**src/rtl/dac_scan_pkg.sv**
```systemverilog
// dac_scan_pkg: shared constants for the DAC scan controller.
//   - default parameter values for dac_scan_ctrl
//   - FSM state encoding (3-bit constants)
//   - timer width helper sized from the longest timed interval
package dac_scan_pkg;

   localparam int NUM_LEVELS_DEF = 9;
   localparam int SETTLE_CYC_DEF = 256;
   localparam int DWELL_CYC_DEF  = 1024;
   localparam int INC_HI_DEF     = 2;
   localparam int CNT_W_DEF      = 16;
   localparam int LEVEL_W        = 4;

   typedef logic [2:0] state_t;

   localparam logic [2:0] S_IDLE    = 3'd0;
   localparam logic [2:0] S_DRST    = 3'd1;
   localparam logic [2:0] S_STEP_HI = 3'd2;
   localparam logic [2:0] S_STEP_LO = 3'd3;
   localparam logic [2:0] S_SETTLE  = 3'd4;
   localparam logic [2:0] S_COUNT   = 3'd5;
   localparam logic [2:0] S_REPORT  = 3'd6;
   localparam logic [2:0] S_FIN     = 3'd7;

   // Timer holds (interval - 1), so $clog2 of the longest interval suffices.
   // Floor of 2 keeps the width >= 1 and covers the 2-cycle DAC reset.
   function automatic int timer_w(input int a, input int b, input int c);
      int m;
      m = (a > b) ? a : b;
      m = (m > c) ? m : c;
      if (m < 2) m = 2;
      return $clog2(m);
   endfunction

endpackage

```
**src/rtl/dac_scan_timer.sv**
```systemverilog
// dac_scan_timer: loadable down-counter with zero flag.
//   clk, rst     : clock, async active-high reset (count -> 0)
//   load_i       : load load_val_i this cycle (wins over decrement)
//   load_val_i   : interval length minus one
//   zero_o       : count has reached zero (holds at zero)
module dac_scan_timer #(
   parameter int W = 8
) (
   input  logic         clk,
   input  logic         rst,
   input  logic         load_i,
   input  logic [W-1:0] load_val_i,
   output logic         zero_o
);

   logic [W-1:0] cnt_q, cnt_d;

   always_comb begin
      cnt_d = cnt_q;
      if (load_i)
         cnt_d = load_val_i;
      else if (cnt_q != '0)
         cnt_d = cnt_q - W'(1);
   end

   always_ff @(posedge clk or posedge rst) begin
      if (rst) cnt_q <= '0;
      else     cnt_q <= cnt_d;
   end

   assign zero_o = (cnt_q == '0);

endmodule

```
**src/rtl/dac_scan_ctrl.sv**
```systemverilog
// dac_scan_ctrl: steps a DAC through levels 1..NUM_LEVELS, and at each level
// waits for settling, counts hit strobes for a fixed dwell and hands the
// (level, count) result to a valid/ready consumer.
//   clk, rst          : clock, async active-high reset
//   start, abort      : one-cycle scan request / cancel
//   hit               : synchronous hit strobe, counted once per high cycle
//   rst_dac, inc_dac  : DAC step-counter reset and step strobe
//   sel_dac           : DAC readback enable (active low, low while busy)
//   busy, done        : scan in progress / one-cycle completion pulse
//   res_valid/ready   : result handshake; res_level, res_count payload
module dac_scan_ctrl
   import dac_scan_pkg::*;
#(
   parameter int NUM_LEVELS = NUM_LEVELS_DEF,
   parameter int SETTLE_CYC = SETTLE_CYC_DEF,
   parameter int DWELL_CYC  = DWELL_CYC_DEF,
   parameter int INC_HI     = INC_HI_DEF,
   parameter int CNT_W      = CNT_W_DEF
) (
   input  logic               clk,
   input  logic               rst,
   input  logic               start,
   input  logic               abort,
   input  logic               hit,
   output logic               rst_dac,
   output logic               inc_dac,
   output logic               sel_dac,
   output logic               busy,
   output logic               done,
   output logic               res_valid,
   input  logic               res_ready,
   output logic [LEVEL_W-1:0] res_level,
   output logic [CNT_W-1:0]   res_count
);

   localparam int TW = timer_w(SETTLE_CYC, DWELL_CYC, INC_HI);

   localparam logic [TW-1:0] LD_DRST   = TW'(1);
   localparam logic [TW-1:0] LD_STEP   = TW'(INC_HI - 1);
   localparam logic [TW-1:0] LD_SETTLE = TW'(SETTLE_CYC - 1);
   localparam logic [TW-1:0] LD_DWELL  = TW'(DWELL_CYC - 1);
   localparam logic [LEVEL_W-1:0] LAST_LVL = LEVEL_W'(NUM_LEVELS);

   state_t               state_q, state_d;
   logic [LEVEL_W-1:0]   level_q, level_d;
   logic [CNT_W-1:0]     hit_cnt_q, hit_cnt_d;
   logic [CNT_W-1:0]     res_count_q, res_count_d;
   logic                 rst_dac_q, inc_dac_q, sel_dac_q, busy_q, done_q, res_valid_q;

   logic                 tmr_load, tmr_zero;
   logic [TW-1:0]        tmr_val;

   // ---------------- next state ----------------
   always_comb begin
      state_d = state_q;
      case (state_q)
         S_IDLE:    if (start && !abort) state_d = S_DRST;
         S_DRST:    if (tmr_zero) state_d = S_STEP_HI;
         S_STEP_HI: if (tmr_zero) state_d = S_STEP_LO;
         S_STEP_LO: if (tmr_zero) state_d = S_SETTLE;
         S_SETTLE:  if (tmr_zero) state_d = S_COUNT;
         S_COUNT:   if (tmr_zero) state_d = S_REPORT;
         S_REPORT:  if (res_ready) state_d = (level_q == LAST_LVL) ? S_FIN : S_STEP_HI;
         S_FIN:     state_d = S_IDLE;
         default:   state_d = S_IDLE;
      endcase
      // abort beats every other transition, including a same-cycle transfer
      if (abort && state_q != S_IDLE) state_d = S_IDLE;
   end

   // ---------------- interval timer ----------------
   // Loaded with (length - 1) on entry to each timed state; the state exits
   // on the cycle the timer reads zero, giving exactly 'length' cycles.
   always_comb begin
      tmr_val = '0;
      case (state_d)
         S_DRST:    tmr_val = LD_DRST;
         S_STEP_HI: tmr_val = LD_STEP;
         S_STEP_LO: tmr_val = LD_STEP;
         S_SETTLE:  tmr_val = LD_SETTLE;
         S_COUNT:   tmr_val = LD_DWELL;
         default:   tmr_val = '0;
      endcase
   end

   assign tmr_load = (state_d != state_q);

   dac_scan_timer #(.W(TW)) u_timer (
      .clk        (clk),
      .rst        (rst),
      .load_i     (tmr_load),
      .load_val_i (tmr_val),
      .zero_o     (tmr_zero)
   );

   // ---------------- level, hit counter, result ----------------
   always_comb begin
      level_d = level_q;
      if (state_d == S_DRST)
         level_d = '0;
      else if (state_q == S_STEP_HI && state_d == S_STEP_LO)
         level_d = level_q + LEVEL_W'(1);
   end

   always_comb begin
      hit_cnt_d = hit_cnt_q;
      if (state_d == S_COUNT && state_q != S_COUNT)
         hit_cnt_d = '0;
      else if (state_q == S_COUNT && hit && !(&hit_cnt_q))
         hit_cnt_d = hit_cnt_q + CNT_W'(1);
   end

   // Result is captured including the last dwell cycle's hit.
   always_comb begin
      res_count_d = res_count_q;
      if (state_q == S_COUNT && state_d == S_REPORT)
         res_count_d = hit_cnt_d;
   end

   // ---------------- registers ----------------
   // Outputs are decoded from state_d so they line up with state_q.
   always_ff @(posedge clk or posedge rst) begin
      if (rst) begin
         state_q     <= S_IDLE;
         level_q     <= '0;
         hit_cnt_q   <= '0;
         res_count_q <= '0;
         rst_dac_q   <= 1'b1;
         inc_dac_q   <= 1'b0;
         sel_dac_q   <= 1'b1;
         busy_q      <= 1'b0;
         done_q      <= 1'b0;
         res_valid_q <= 1'b0;
      end else begin
         state_q     <= state_d;
         level_q     <= level_d;
         hit_cnt_q   <= hit_cnt_d;
         res_count_q <= res_count_d;
         rst_dac_q   <= (state_d == S_DRST);
         inc_dac_q   <= (state_d == S_STEP_HI);
         sel_dac_q   <= (state_d == S_IDLE);
         busy_q      <= (state_d != S_IDLE);
         done_q      <= (state_d == S_FIN);
         res_valid_q <= (state_d == S_REPORT);
      end
   end

   assign rst_dac   = rst_dac_q;
   assign inc_dac   = inc_dac_q;
   assign sel_dac   = sel_dac_q;
   assign busy      = busy_q;
   assign done      = done_q;
   assign res_valid = res_valid_q;
   assign res_level = level_q;
   assign res_count = res_count_q;

endmodule

```
**config.mk**
```make
export PLATFORM = sky130hd
export DESIGN_NAME = dac_scan_ctrl
export DESIGN_NICKNAME = d
export VERILOG_FILES = /design/src/rtl/dac_scan_pkg.sv /design/src/rtl/dac_scan_timer.sv /design/src/rtl/dac_scan_ctrl.sv
export SDC_FILE = /design/constraint.sdc
export NUM_CORES = 1
export LEC_CHECK = 0
export BUFFER_PORTS_ARGS = -buffer_cell sky130_fd_sc_hd__clkbuf_2
export CORE_AREA = 2 2 74 76
export DETAILED_ROUTE_END_ITERATION = 16
export DIE_AREA = 0 0 76 78
export MAX_ROUTING_LAYER = met4
export PLACE_DENSITY = 0.82
export SLEW_MARGIN = 5
export SYNTH_ARGS = -nofsm -noshare
export SYNTH_HDL_FRONTEND = slang
export SYNTH_HIERARCHICAL = 1
export SYNTH_SLANG_ARGS = --single-unit
```
**constraint.sdc**
```tcl
create_clock -name clk -period 3.7 [get_ports clk]
set_input_delay 0.185 -clock clk [delete_from_list [all_inputs] [get_ports clk]]
set_output_delay 0.185 -clock clk [all_outputs]
set_load 0.01 [all_outputs]
```
== After elaboration in Yosys (flattened, before gate mapping) ==
Cells that the tools add are included.

* Bits in registers: 55
* Input bits: 6
* Output and inout bits: 26
* Word-level logic and storage cells: 67

* Add/sub/neg operators: 3
* Equality and inequality tests: 17
* Multiplexer cells: 17
* Reductions and logical operators: 19

{| class="wikitable"
|+ Operators by type and width
! operator !! number
|-
| 2-to-1 mux 16 bit || 2
|-
| case mux 10 bit (3 select lines) || 1
|-
| 2-to-1 mux 3 bit || 9
|-
| equality test 3 bit (second input constant) || 8
|-
| case mux 3 bit (8 select lines) || 1
|-
| 2-to-1 mux 10 bit || 2
|-
| adder 16 x 1 -> 16 bit (second input constant) || 1
|-
| AND reduction 16 bit || 1
|-
| equality test 3 x 2 -> 1 bit (second input constant) || 4
|-
| zero test 10 bit || 1
|-
| nonzero test 10 bit || 1
|-
| subtractor 10 x 1 -> 10 bit (second input constant) || 1
|-
| 2-to-1 mux 4 bit || 2
|-
| logical AND 1 bit || 7
|-
| equality test 3 x 1 -> 1 bit (second input constant) || 2
|-
| zero test 3 bit || 2
|-
| nonzero test 3 bit || 2
|-
| adder 4 x 1 -> 4 bit (second input constant) || 1
|-
| equality test 4 bit (second input constant) || 1
|-
| nonzero test 2 bit || 2
|-
| != test 3 bit || 1
|-
| != test 3 bit (second input constant) || 1
|-
| OR reduction 3 bit || 1
|-
| zero test 1 bit || 2
|}

== Depth between registers and ports, before layout ==
* Depth in word-level cells: 9
* Depth in mapped cells: 16
* Mapped depth without buffers: 12

== By module ==
The synthesis kept the hierarchy.

{| class="wikitable"
|+ Modules (own cells, without submodules)
! module !! instances !! cells an instance !! area each (um^2) !! sequential area each (um^2)
|-
| dac_scan_ctrl || 1 || 229 || 2225.9 || 1128.6
|-
| dac_scan_timer || 1 || 76 || 693.2 || 250.2
|}

== Worst setup path after synthesis ==
Ideal clock, no wire load.

* Path type: register to register
* Start point: register u_timer.cnt_q[0]
* End point: register u_timer.cnt_q[7]
* Arrival: 3.132 ns
* Required time: 3.606 ns
* Path slack: 0.474 ns
* Cell stages (with the launch flop): 17
* Path buffers: 4
* Cell sequence: dfrtp_1 -> inv_1 -> ha_1 -> or4b_1 -> clkbuf_1 -> nor3_2 -> a22oi_1 -> o31a_2 -> o21ai_2 -> buf_4 -> xor2_1 -> o211ai_1 -> clkbuf_1 -> clkbuf_1 -> nor2_1 -> o41a_1 -> a211oi_1

* Elaborated cells between the ends (all ways): 21

{| class="wikitable"
|+ RTL lines
! element !! RTL line !! source
|-
| start, declared || dac_scan_timer.sv:16 || <nowiki>logic [W-1:0] cnt_q, cnt_d;</nowiki>
|-
| start signal, assigned || dac_scan_timer.sv:28 || <nowiki>else cnt_q <= cnt_d;</nowiki>
|-
| zero test 10 bit * || dac_scan_timer.sv:31 || <nowiki>assign zero_o = (cnt_q == '0);</nowiki>
|-
| net tmr_zero || dac_scan_ctrl.sv:50 || <nowiki>logic tmr_load, tmr_zero;</nowiki>
|-
| 2-to-1 mux 3 bit, on equally long branches || -- ||
|-
| case mux 3 bit (8 select lines) * || dac_scan_ctrl.sv:56 || <nowiki>case (state_q)</nowiki>
|-
| 2-to-1 mux 3 bit * || dac_scan_ctrl.sv:68 || <nowiki>if (abort && state_q != S_IDLE) state_d = S_IDLE;</nowiki>
|-
| != test 3 bit * || dac_scan_ctrl.sv:86 || <nowiki>assign tmr_load = (state_d != state_q);</nowiki>
|-
| net tmr_load || dac_scan_ctrl.sv:50 ||
|-
| 2-to-1 mux 10 bit / nonzero test 2 bit (equally long branches) || -- ||
|}

The timed path passes the listed nets; every way through them passes the cells marked *. The select of a mux whose other input is x is not followed.
A chain may end at the register's enable or synchronous reset.

== Final worst setup path ==
* Start point: register u_timer.cnt_q[0]
* End point: register u_timer.cnt_q[9]

Same word-level chain as after synthesis.

==> qor.yml <==
htree_levels: 2
io_pins: 32
status: "finished clean"
path_cells: "inv_1, ha_1, or4b_1, nor3_2, a22oi_1, o31a_2, o21ai_2, xor2_1, o211ai_1, inv_1, o41ai_2, o22a_1"
async_flop_share_pct: 100.0
critPathTopFamily: "simple AND/OR/NAND/NOR gates"
syn_nets: 315
wire_per_inst_um: 13.84
slew_headroom_pct: 40.04
n_antenna_cell: 0
fmax_mhz: 305.1
drt_first_pass_iters: 4
slowest_stage: "or4b_1"
cts_setup_buffers: 0
yosysTopAreaCellShare_pct: 45.44
synth.most_common_cell: "dfrtp_1"
grt_pass1_wl_um: 9735
worstPathMaxFanout: 9
cts_tree: "done"
synth_ff_type: "dfrtp_1"
vias_per_cell: 5.768
p_leak_nw: 1.414
netlist_area_um2: 2919
grt_pass1_vias: 2170
drive_gt1_share_pct: 17.88
synth_seq_area_share_pct: 47.24
worst_path_most_repeated_cell: "inv_1"
synth_area_leaders: "dfrtp_1, o21ai_0, nor2_1, nand2_1, xnor2_1"
clkLatencyLatePin_ns: 0.30
cap_violations: 0
tightestPinTransition_ns: 0.8980
ys_warn_count: 6
n_fill_cell: 413
rows: 26
grt_max_degree: 46
syn_inst: 305
clock_sinks: 55
synth_common_cells: "dfrtp_1, nor2_1, nand2_1, o21ai_0, inv_1"
period_share_pct: 88.57
antenna_found_initial: 0
worst_clock_skew_ns: 0.005924
cts_resized: 0
synth_top_cell_by_area: "dfrtp_1"
finalSetupViolCount: 0
core_area_um2: 5042
cts_buffer_depth: 2
ctsRootBufferMaster: "clkbuf_8"
layout.nets: 339
crit_arrival_ns: 3.48
period_minus_slack_ns: 3.277
cp.required_ns: 3.90
critPathBufInv: 2
rsz0062_at_grt: "false"
critPathKind: "reg2reg"
ir_worst_vdd_mv: 0.2952
synth_edf_count: 0
power_density_nw_per_um2: 440.6
worst_setup_path_start_kind: "flip-flop"
grt_usage_pct: 20.44
drtAntennaViolNets: 0
hpwl_um: 3954
worstSetupEndpointType: "flip-flop"
place.gp.congestion: 0.8825
slowest_delay_ns: 0.61
final_hold_viol_count: 0
drt_iter0_markers: 151
finalSetupTns_ns: 0
vias: 2307
ys_types: 58
io_buffer_count: 31
hp-class: "in2reg"
drc: 0
die_w_um: 76
path_clk_slew_ns: 0.09
route.final.wire_length_um: 5535
cts_made_buffers: 5
layout-area-overhead-vs-synth_pct: 8.916
start_util_pct: 57.89
maxSlewViolCount: 0
chipHeight_um: 78
syn_avg_cell_area_um2: 9.571
dpl.cell_count: 391
die_area_um2: 5928
final_cells: 400
gr-total-overflow: 0
synth-seq-cells: 55
registers in the layout, summed over array words and instances, names as in the netlist:
register,cells
hit_cnt_q,16
res_count,16
u_timer/cnt_q,10
res_level,4
state_q,3
busy,1
done,1
inc_dac,1
res_valid,1
rst_dac,1
sel_dac,1
cell type report:
cell class / instances / area (µm²) / area share [%]
flip-flops and latches: 55 / 1379 / 43.37
multi-input cells: 216 / 1361 / 42.82
repair buffers: 36 / 195.2 / 6.139
clock buffers: 8 / 100.1 / 3.148
well taps: 70 / 87.58 / 2.755
inverters: 15 / 56.30 / 1.771
path summary, 6_finish.rpt:
kind	startpoint	endpoint	slack, ns	cells past startpoint
worst max-delay path	u_timer/cnt_q[0]	u_timer/cnt_q[9]	0.42	12
worst min-delay path	abort	state_q[1]	0.24	2
worst max register to register	u_timer/cnt_q[0]	u_timer/cnt_q[9]	0.42	12
worst min register to register	res_count[7]	res_count[7]	0.49	2
max in group asynchronous	rst	res_level[1]	2.51	3
min in group asynchronous	rst	u_timer/cnt_q[0]	0.41	3
kinds of logic after synthesis:
group | after synthesis | synth area share [%]
flops | 55 | 47.24
mux | 5 | 1.715
buf+inv | 34 | 6.129
simple gates | 117 | 20.79
xor+xnor | 14 | 4.200
compound gates | 76 | 18.22
fa+ha+maj | 4 | 1.715
where the power goes:
group	total, mW	leakage (nW)	switching (mW)	internal, mW
clock	0.356	0.0515	0.184	0.171
combinational	0.307	0.624	0.172	0.135
sequential	0.738	0.739	0.0850	0.653
what timing repair did:
action	CTS	global route
setup endpoints to repair	0	0
hold buffers	1	0
endpoints found under the hold margin	10	0
per-stage QoR:
step	worst slack (ns)	utilization, %	hold WS (ns)	instance area (µm²)	total power, mW
final	0.4229	63.05	0.2351	3179	1.401
after global routing	0.1528	63.05	0.2596	3179	1.480
after CTS	0.4181	63.05	0.2293	3179	1.406
after detailed placement	0.4484	60.87	0.1982	3069	1.053
after global placement	0.5994	60.87	0.1993	3069	1.049
after floorplan	0.4741	-	0.02518	2919	1.014
routing by layer:
metal	share of wire [%]	vias to the layer above	GRT usage, %
li1	-	1141	-
met1	45	1100	25.93
met2	50	57	34.29
met3	3.5	9	3.488
met4	1.5	0	5.636
met5	0	-	-
placed cells by master (no fill, tap or decap), types with 2 or more instances in the layout:
master,count
dfrtp_1,53
nor2_1,31
clkbuf_2,31
nand2_1,30
o21ai_0,25
inv_1,14
nand3_1,10
a21oi_1,10
xnor2_1,10
o31ai_1,7
clkbuf_8,7
nor3_1,6
nor4_1,6
mux2i_1,5
nor2b_1,4
nand4_1,4
xor2_1,4
a31oi_1,4
ha_1,4
buf_4,4
nand2b_1,3
o211ai_1,3
o41ai_1,3
a211oi_1,3
or3_1,2
nand3b_1,2
a22oi_1,2
and3_1,2
and4_1,2
nor3_2,2
nand4b_1,2
a2111oi_2,2
o21ai_1,2
or2_2,2
a41oi_1,2
dfstp_2,2
nor4b_1,2
Note: power is estimated with default switching activity, not from simulation.
